[src/rtl/color_config_master.sv]
// Config-bus initiator: buffers register writes in a FIFO and issues them as
// active-low C_Valid pulses, with ack timeout. Define COLOR_CFG_RETRY_EN to re-issue on timeout.
module color_config_master #(
  parameter int C_ADDR_WIDTH = 4,
  parameter int C_DATA_WIDTH = 16,
  parameter int FIFO_DEPTH   = 4,
  parameter int TIMEOUT      = 15,
  parameter int MAX_RETRY    = 2
) (
  input  logic                    Clk,
  input  logic                    rst_n,
  input  logic                    Req_Valid,
  input  logic [C_ADDR_WIDTH-1:0] Req_Addr,
  input  logic [C_DATA_WIDTH-1:0] Req_Data,
  output logic                    Req_Rdy,
  output logic [C_ADDR_WIDTH-1:0] C_Addr,
  output logic [C_DATA_WIDTH-1:0] C_Data,
  output logic                    C_Valid,
  input  logic                    C_Rdy,
  output logic                    Busy,
  output logic                    Done,
  output logic                    Err,
  output logic [C_ADDR_WIDTH-1:0] Err_Addr
);

  localparam int PW = $clog2(FIFO_DEPTH);
  localparam int CW = PW + 1;
  localparam int TW = $clog2(TIMEOUT);
  localparam int EW = C_ADDR_WIDTH + C_DATA_WIDTH;

  if ((FIFO_DEPTH < 2) || ((FIFO_DEPTH & (FIFO_DEPTH - 1)) != 0) ||
      (TIMEOUT < 2) || (MAX_RETRY < 0)) begin : g_bad_param
    $error("color_config_master: illegal parameter value");
  end

  typedef enum logic [1:0] {IDLE, ISSUE, WAIT} state_t;

  state_t                  state_q, state_d;
  logic [EW-1:0]           mem_q [FIFO_DEPTH];
  logic [EW-1:0]           mem_d [FIFO_DEPTH];
  logic [PW-1:0]           wr_ptr_q, wr_ptr_d, rd_ptr_q, rd_ptr_d;
  logic [CW-1:0]           count_q, count_d;
  logic [TW-1:0]           timer_q, timer_d;
  logic [C_ADDR_WIDTH-1:0] c_addr_q, c_addr_d, err_addr_q, err_addr_d;
  logic [C_DATA_WIDTH-1:0] c_data_q, c_data_d;
  logic                    c_valid_q, c_valid_d;
  logic                    done_q, done_d, err_q, err_d;
  logic                    push, pop;
`ifdef COLOR_CFG_RETRY_EN
  localparam int RW = (MAX_RETRY < 1) ? 1 : $clog2(MAX_RETRY + 1);
  logic [RW-1:0]           retry_q, retry_d;
`endif

  assign Req_Rdy  = (count_q != CW'(FIFO_DEPTH));
  assign Busy     = (count_q != '0) || (state_q != IDLE);
  assign C_Addr   = c_addr_q;
  assign C_Data   = c_data_q;
  assign C_Valid  = c_valid_q;
  assign Done     = done_q;
  assign Err      = err_q;
  assign Err_Addr = err_addr_q;

  always_comb begin
    push     = Req_Valid && Req_Rdy;
    pop      = (state_q == IDLE) && (count_q != '0);
    mem_d    = mem_q;
    wr_ptr_d = wr_ptr_q;
    rd_ptr_d = rd_ptr_q;
    if (push) begin
      mem_d[wr_ptr_q] = {Req_Addr, Req_Data};
      wr_ptr_d        = wr_ptr_q + PW'(1);
    end
    if (pop) rd_ptr_d = rd_ptr_q + PW'(1);
    count_d = count_q + CW'(push) - CW'(pop);
  end

  always_comb begin
    state_d    = state_q;
    c_addr_d   = c_addr_q;
    c_data_d   = c_data_q;
    timer_d    = timer_q;
    done_d     = 1'b0;
    err_d      = 1'b0;
    err_addr_d = err_addr_q;
`ifdef COLOR_CFG_RETRY_EN
    retry_d    = retry_q;
`endif
    case (state_q)
      IDLE: begin
        if (pop) begin
          {c_addr_d, c_data_d} = mem_q[rd_ptr_q];
          state_d              = ISSUE;
`ifdef COLOR_CFG_RETRY_EN
          retry_d              = '0;
`endif
        end
      end
      ISSUE: begin
        state_d = WAIT;
        timer_d = '0;
      end
      WAIT: begin
        // Acks seen in IDLE/ISSUE are stale and never reach this branch.
        if (!C_Rdy) begin
          done_d  = 1'b1;
          state_d = IDLE;
        end else if (timer_q == TW'(TIMEOUT - 1)) begin
`ifdef COLOR_CFG_RETRY_EN
          if (retry_q < RW'(MAX_RETRY)) begin
            retry_d = retry_q + RW'(1);
            state_d = ISSUE;
          end else begin
            err_d      = 1'b1;
            err_addr_d = c_addr_q;
            state_d    = IDLE;
          end
`else
          err_d      = 1'b1;
          err_addr_d = c_addr_q;
          state_d    = IDLE;
`endif
        end else begin
          timer_d = timer_q + TW'(1);
        end
      end
      default: state_d = IDLE;
    endcase
    // C_Valid is a registered copy of "next cycle is ISSUE".
    c_valid_d = (state_d != ISSUE);
  end

  always_ff @(posedge Clk or negedge rst_n) begin
    if (!rst_n) begin
      state_q    <= IDLE;
      for (int i = 0; i < FIFO_DEPTH; i++) mem_q[i] <= '0;
      wr_ptr_q   <= '0;
      rd_ptr_q   <= '0;
      count_q    <= '0;
      timer_q    <= '0;
      c_addr_q   <= '0;
      c_data_q   <= '0;
      c_valid_q  <= 1'b1;
      done_q     <= 1'b0;
      err_q      <= 1'b0;
      err_addr_q <= '0;
`ifdef COLOR_CFG_RETRY_EN
      retry_q    <= '0;
`endif
    end else begin
      state_q    <= state_d;
      mem_q      <= mem_d;
      wr_ptr_q   <= wr_ptr_d;
      rd_ptr_q   <= rd_ptr_d;
      count_q    <= count_d;
      timer_q    <= timer_d;
      c_addr_q   <= c_addr_d;
      c_data_q   <= c_data_d;
      c_valid_q  <= c_valid_d;
      done_q     <= done_d;
      err_q      <= err_d;
      err_addr_q <= err_addr_d;
`ifdef COLOR_CFG_RETRY_EN
      retry_q    <= retry_d;
`endif
    end
  end

endmodule

[config.mk]
export PLATFORM = sky130hd
export DESIGN_NAME = color_config_master
export DESIGN_NICKNAME = d
export VERILOG_FILES = /design/src/rtl/color_config_master.sv
export SDC_FILE = /design/constraint.sdc
export NUM_CORES = 1
export LEC_CHECK = 0
export CORE_MARGIN = 4
export CORE_UTILIZATION = 33
export CTS_BUF_LIST = sky130_fd_sc_hd__clkbuf_8
export DETAILED_ROUTE_END_ITERATION = 6
export GPL_TIMING_DRIVEN = 1
export SKIP_CTS_REPAIR_TIMING = 1
export SYNTH_ARGS = -nofsm -noshare
export SYNTH_HDL_FRONTEND = slang
export SYNTH_SLANG_ARGS = --single-unit
[constraint.sdc]
create_clock -name Clk -period 2.3 [get_ports Clk]
set_input_delay 0.23 -clock Clk [delete_from_list [all_inputs] [get_ports Clk]]
set_output_delay 0.23 -clock Clk [all_outputs]
set_load 0.03 [all_outputs]
==> impl_metrics.yaml, run 1 <==
run_status:
  status: "finished, final reports clean"
pwr:
  p_per_area_nw_per_um2: 1572
  total_leakage_power_nw: 3.182
  ir_drop_mv: 1.070
worst_setup_path:
  cp-start-kind: "flip-flop"
  arrival_ns: 2.54
  r2r-end: "count_q[2]$_DFF_PN0_"
  cp-end-kind: "flip-flop"
  crit_type: "reg2reg"
  ff2ff_path_depth: 9
  cp.required_ns: 2.65
  critPathMaxFanout: 4
  r2r_slack_ns: 0.11
  rr_startpoint: "count_q[1]$_DFF_PN0_"
detailed_routing:
  route.antenna.remaining_nets: 0
  vias: 2870
  routed_wl_um: 11110
  dr.pass1.iters: 4
  wl_per_cell_um: 18.13
  vias_per_cell: 4.682
  drt_iter0_drc: 139
  drc_errors: 0
grt:
  grt_max_degree: 47
  grt-ovfl-total: 0
  grt_pass1_vias: 3277
  grt_first_pass_wirelength_um: 18550
  grt_use_total_pct: 12.35
  antenna_found_initial: 0
floorplanning:
  die_w_um: 138.8
  pin_count: 53
  fp.dieH_um: 138.8
  core-area_um2: 16700
  rows: 47
  start_util_pct: 33.82
  die-area_um2: 19270
placement:
  gp_congestion: 0.7193
  hpwlAfterDp_um: 6952
  post_dp_cell_area_um2: 6357
  dp_slack_ns: 0.1278
  portBuffers: 52
final_layout:
  syn_to_final_growth_pct: 19.81
  diodes: 0
  design_area_um2: 6766
  nNetsFinal: 414
  drive_gt1_share_pct: 43.77
timing:
  finClkSkew_ns: 0.01129
  rsz0062_at_grt: "no"
  maxSlewViolCount: 0
  post-route-min-period_ns: 2.185
  worst_pin_slew_ns: 0.5272
  hold_violations: 0
  fmaxAchievable_mhz: 457.6
  tns_ns: 0
  fin_crit_sh_pct: 95.02
  slew_headroom_pct: 64.86
  fin_ws_ns: 0.1146
  setup-violations-final: 0
logic_synthesis:
  synth_cells: 313
  synth_fp_nets: 346
  yosysMostFrequentCell: "dfrtp_1"
  async_flop_share_pct: 100.0
  syn_area_um2: 5648
  yosysTopAreaCell: "dfrtp_1"
  synth_top_area_share_pct: 52.72
  yosysWarnings: 0
  synth_area_leaders: "dfrtp_1 (53%), mux2_4 (26%), mux4_2 (8.0%), buf_12 (2.8%), ha_1 (1.8%)"
  synth_seq_area_share_pct: 53.19
  synthFlopType: "dfrtp_1"
  avgSynthCellArea_um2: 18.04
  ys_seq_elements: 120
  yosys-top-cells-count: "dfrtp_1 (119), mux2_4 (99), mux4_2 (20)"
  ys_types: 32
  synth_edf_count: 0
clocking:
  cts_tree: "built"
  path_clk_slew_ns: 0.07
  clock-sinks: 120
  htree_levels: 4
  ctsLongestPathBuffers: 2
  clk_latency_ns: 0.43
  root_buffer: "clkbuf_8"
  cts_buffers: 17
flow_run:
  maxCapViolCount: 0
worst_hold_path:
  holdCritPathClass: "in2async"
-- layout by cell type (no fill, tap or decap) --
| cell | synthesis | layout |
|---|---|---|
| nand2_2 | 1 | 1 |
| o311ai_0 | 1 | 1 |
| nand2b_1 | 1 | 1 |
| o21ai_0 | 3 | 3 |
| and3b_1 | 1 | 1 |
| nor3_1 | 1 | 1 |
| or3b_1 | 1 | 1 |
| xnor2_1 | 5 | 5 |
| nand3b_1 | 1 | 1 |
| dfstp_2 | 1 | 1 |
| and3_1 | 1 | 1 |
| nand3_4 | 4 | 4 |
| nor2_1 | 2 | 2 |
| or3_1 | 1 | 1 |
| dlymetal6s2s_1 | 0 | 1 |
| mux2_4 | 99 | 99 |
| clkdlybuf4s50_1 | 0 | 50 |
| clkbuf_8 | 0 | 19 |
| mux2_2 | 6 | 6 |
| ha_1 | 8 | 8 |
| nand2_1 | 4 | 4 |
| mux2i_1 | 1 | 1 |
| mux4_2 | 20 | 20 |
| dfrtp_1 | 119 | 119 |
| o211ai_1 | 1 | 1 |
| inv_2 | 1 | 1 |
| clkinv_2 | 0 | 5 |
| buf_12 | 8 | 4 |
| inv_1 | 7 | 10 |
| fa_1 | 1 | 1 |
| nand3_1 | 5 | 5 |
| buf_4 | 2 | 8 |
| nor3b_1 | 1 | 1 |
| o31ai_1 | 1 | 1 |
| dlygate4sd3_1 | 0 | 1 |
| bufinv_16 | 0 | 3 |
| clkinv_4 | 0 | 1 |
-- stage by stage --
step | utilization [%] | power, W | std cells | hold slack [ns]
6_report | 40.52 | 0.01064 | 613 | 0.3196
5_1_grt | 40.52 | 0.01126 | 613 | 0.3379
4_1_cts | 40.44 | 0.01078 | 612 | -0.2398
3_5_place_dp | 38.07 | 0.008776 | 581 | 0.2354
3_3_place_gp | 38.07 | 0.008665 | 581 | 0.2315
2_1_floorplan | - | 0.007628 | 313 | -0.06559
-- flip-flops by register name (all words and copies together), names as in the netlist, 2 cells and up --
register  count
C_Addr        4
C_Data       16
Err_Addr      4
count_q       3
mem_q        80
rd_ptr_q      2
state_q       2
timer_q       4
wr_ptr_q      2
-- where the power goes --
part	internal [W]	leakage, nW	total [W]	switching, W
clock network	0.00110	0.219	0.00192	0.000818
registers	0.00317	1.44	0.00379	0.000628
logic	0.00302	1.52	0.00492	0.00190
-- metal layers --
metal	up-vias	part of all wire [%]	wire length [um]	track usage, %
li1	1282	-	-	-
met1	1530	48	5368	17.16
met2	51	48	5283	18.49
met3	7	3.1	349	3.724
met4	0	1.0	112	4.274
met5	-	0	0	0
-- worst max-delay path, stage by stage, from the launching register on --
cell and delay (ns):
dfrtp_1 0.40, or3_1 0.41, nand2_2 0.09, inv_2 0.04, ha_1 0.26, inv_1 0.04, ha_1 0.19, fa_1 0.39
xnor2_1 0.18, xnor2_1 0.13
-- worst max path at each step --
| stage | slack (ns) | start | end | cells past startpoint |
|---|---|---|---|---|
| 6_report | 0.11 | count_q[1]$_DFF_PN0_ | count_q[2]$_DFF_PN0_ | 9 |
| 3_5_place_dp | 0.13 | count_q[1]$_DFF_PN0_ | count_q[2]$_DFF_PN0_ | 9 |
| 3_3_place_gp | 0.17 | count_q[1]$_DFF_PN0_ | count_q[2]$_DFF_PN0_ | 9 |
| 4_1_cts | 0.008 | count_q[1]$_DFF_PN0_ | Req_Rdy | 3 |
| 5_1_grt | 0.008 | count_q[0]$_DFF_PN0_ | count_q[2]$_DFF_PN0_ | 9 |
| 2_1_floorplan | 0.006 | count_q[1]$_DFF_PN0_ | count_q[2]$_DFF_PN0_ | 10 |
-- layout make-up --
class                           count  area, um^2
Fill cell                        1532        9935
Multi-Input combinational cell    170        2397
Sequential cell                   120        3004
Clock inverter                     12       135.1
Timing Repair Buffer               64       663.1
Tap cell                          220       275.3
Inverter                            8       30.03
Clock buffer                       19       261.5
-- cells by family (layout without fill, tap and decap cells) --
group                      after synthesis  after routing  share of synthesized area (%)
xor gates and xnor gates                 5              5                         0.7753
DFF                                    120            120                          53.19
AOI/OAI and AO/OA                        6              6                         0.6868
and+or+nand+nor                         24             24                          3.190
adders and majority gates                9              9                          2.127
buffers and inverters                   23            103                          4.364
muxes                                  126            126                          35.67
Note: power is estimated with default switching activity, not from simulation.
==> inputs of run 2 (changes only) <==
Settings changed: RECOVER_POWER set to 50.
==> run 2 against run 1 <==
Sequential share of layout area up 0.22 points. Global-route usage unchanged. Critical path type unchanged. Cell count unchanged. Critical endpoint unchanged. Non-clock buffer count unchanged. Via count up 0.38%.
==> impl_metrics.yaml, run 2 (synthesis gave the netlist of run 1 again) <==
run_status:
  status: "finished, final reports clean"
final_layout:
  syn_to_final_growth_pct: 19.21
  largest_register: "mem_q"
  largest_register_ffs: 80
  drive_gt1_share_pct: 43.51
  final_common_cell: "dfrtp_1"
  final_cell_mix: "dfrtp_1 (119), mux2_4 (99), clkdlybuf4s50_1 (50), mux4_2 (20), clkbuf_8 (19)"
  diodes: 0
  nNetsFinal: 414
floorplanning:
  fp.dieH_um: 138.8
  die_w_um: 138.8
  core-area_um2: 16700
  start_util_pct: 33.82
  die-area_um2: 19270
  rows: 47
  pin_count: 53
clocking:
  clk_latency_ns: 0.43
  htree_levels: 4
  cts_buffers: 17
  cts_tree: "built"
  ctsLongestPathBuffers: 2
  path_clk_slew_ns: 0.07
  clock-sinks: 120
  root_buffer: "clkbuf_8"
worst_setup_path:
  max_stage_delay_ns: 0.41
  cp.required_ns: 2.65
  cp-end-kind: "flip-flop"
  path_delay_family: "adder cells"
  crit_type: "reg2reg"
  critPathMaxFanout: 4
  arrival_ns: 2.54
  slowest_stage: "or3_1"
  startpoint: "count_q[1]$_DFF_PN0_"
  rr_startpoint: "count_q[1]$_DFF_PN0_"
  crit_buf_inv: 2
  r2r_slack_ns: 0.11
  crit_chain: "or3_1 > nand2_2 > inv_2 > ha_1 > inv_1 > ha_1 > fa_1 > xnor2_1 > xnor2_1"
  cp-start-kind: "flip-flop"
pwr:
  power_w: 0.01062
  pwr-share-clk_pct: 18.1
  p_per_area_nw_per_um2: 1578
  comb_power_share_pct: 46.2
  ir_drop_mv: 1.072
  switchingPower_w: 0.003348
  total_leakage_power_nw: 3.167
  pwr-share-seq_pct: 35.7
  p_int_w: 0.007273
  swShare_pct: 31.52
grt:
  grt_pass1_vias: 3277
  grt_first_pass_wirelength_um: 18550
  antenna_found_initial: 0
  grt-ovfl-total: 0
  grt_max_degree: 47
  grt_use_total_pct: 12.35
timing:
  rsz0062_at_grt: "no"
  tns_ns: 0
  post-route-min-period_ns: 2.186
  setup-violations-final: 0
  fmaxAchievable_mhz: 457.5
  worst_pin_slew_ns: 0.9228
  fin_crit_sh_pct: 95.04
  slew_headroom_pct: 38.48
  maxSlewViolCount: 0
  hold_violations: 0
  finClkSkew_ns: 0.01171
detailed_routing:
  drt_iter0_drc: 123
  route.antenna.remaining_nets: 0
  wl_per_cell_um: 18.16
  dr.pass1.iters: 4
  routed_wl_um: 11130
  vias: 2881
  vias_per_cell: 4.700
  drc_errors: 0
placement:
  portBuffers: 52
  gp_congestion: 0.7193
  hpwlAfterDp_um: 6952
flow_run:
  maxCapViolCount: 0
worst_hold_path:
  holdCritPathClass: "in2async"
run 2: changes by cell type in the layout (fill, tap and decap cells not counted):
cell,delta
buf_12,-2
buf_4,-2
buf_2,+1
clkbuf_1,+1
clkbuf_2,+1
clkbuf_4,+1
run 2: through the flow:
stage,utilization [%],worst slack (ns),hold WS (ns),instances,area [um^2]
2_1_floorplan,-,0.006366,-0.06559,313,5648
3_3_place_gp,38.07,0.1722,0.2315,581,6357
3_5_place_dp,38.07,0.1278,0.2354,581,6357
4_1_cts,40.44,0.007770,-0.2398,612,6754
5_1_grt,40.31,0.008036,0.4475,613,6733
6_report,40.31,0.1142,0.4662,613,6733
run 2: final cells by class:
cell class / count / area (um^2)
Sequential cell: 120 / 3004
Tap cell: 220 / 275.3
Fill cell: 1535 / 9968
Clock buffer: 19 / 261.5
Multi-Input combinational cell: 170 / 2397
Timing Repair Buffer: 64 / 629.4
Inverter: 8 / 30.03
Clock inverter: 12 / 135.1
run 2: metal layers:
metal,up-vias,wire length [um],global-route usage (%)
met5,-,0,0
met1,1534,5300,17.16
met2,61,5305,18.49
met3,8,411,3.724
li1,1278,-,-
met4,0,115,4.274
run 2: worst paths after layout:
kind,cells past startpoint,end
max reg2reg,9,count_q[2]$_DFF_PN0_
max in group asynchronous,3,mem_q[76]$_DFFE_PN0P_
min in group Clk,3,wr_ptr_q[0]$_DFFE_PN0P_
max,9,count_q[2]$_DFF_PN0_
min,2,mem_q[60]$_DFFE_PN0P_
min reg2reg,1,Err_Addr[0]$_DFFE_PN0P_
run 2: power groups by stage:
stage | sequential (W) | combinational (W) | clock [W]
CTS | 0.00380 | 0.00500 | 0.00199
finish | 0.00379 | 0.00491 | 0.00192
floorplan | 0.00400 | 0.00363 | 0
global route | 0.00393 | 0.00522 | 0.00209
detailed placement | 0.00381 | 0.00496 | 0
global placement | 0.00377 | 0.00489 | 0
==> inputs of run 3 (changes only) <==
Settings changed: CTS_CLUSTER_SIZE set to 30, GPL_ROUTABILITY_DRIVEN set to 0.
==> results of run 3 <==
Final layout, timing and power as in run 2 (identical DEF).
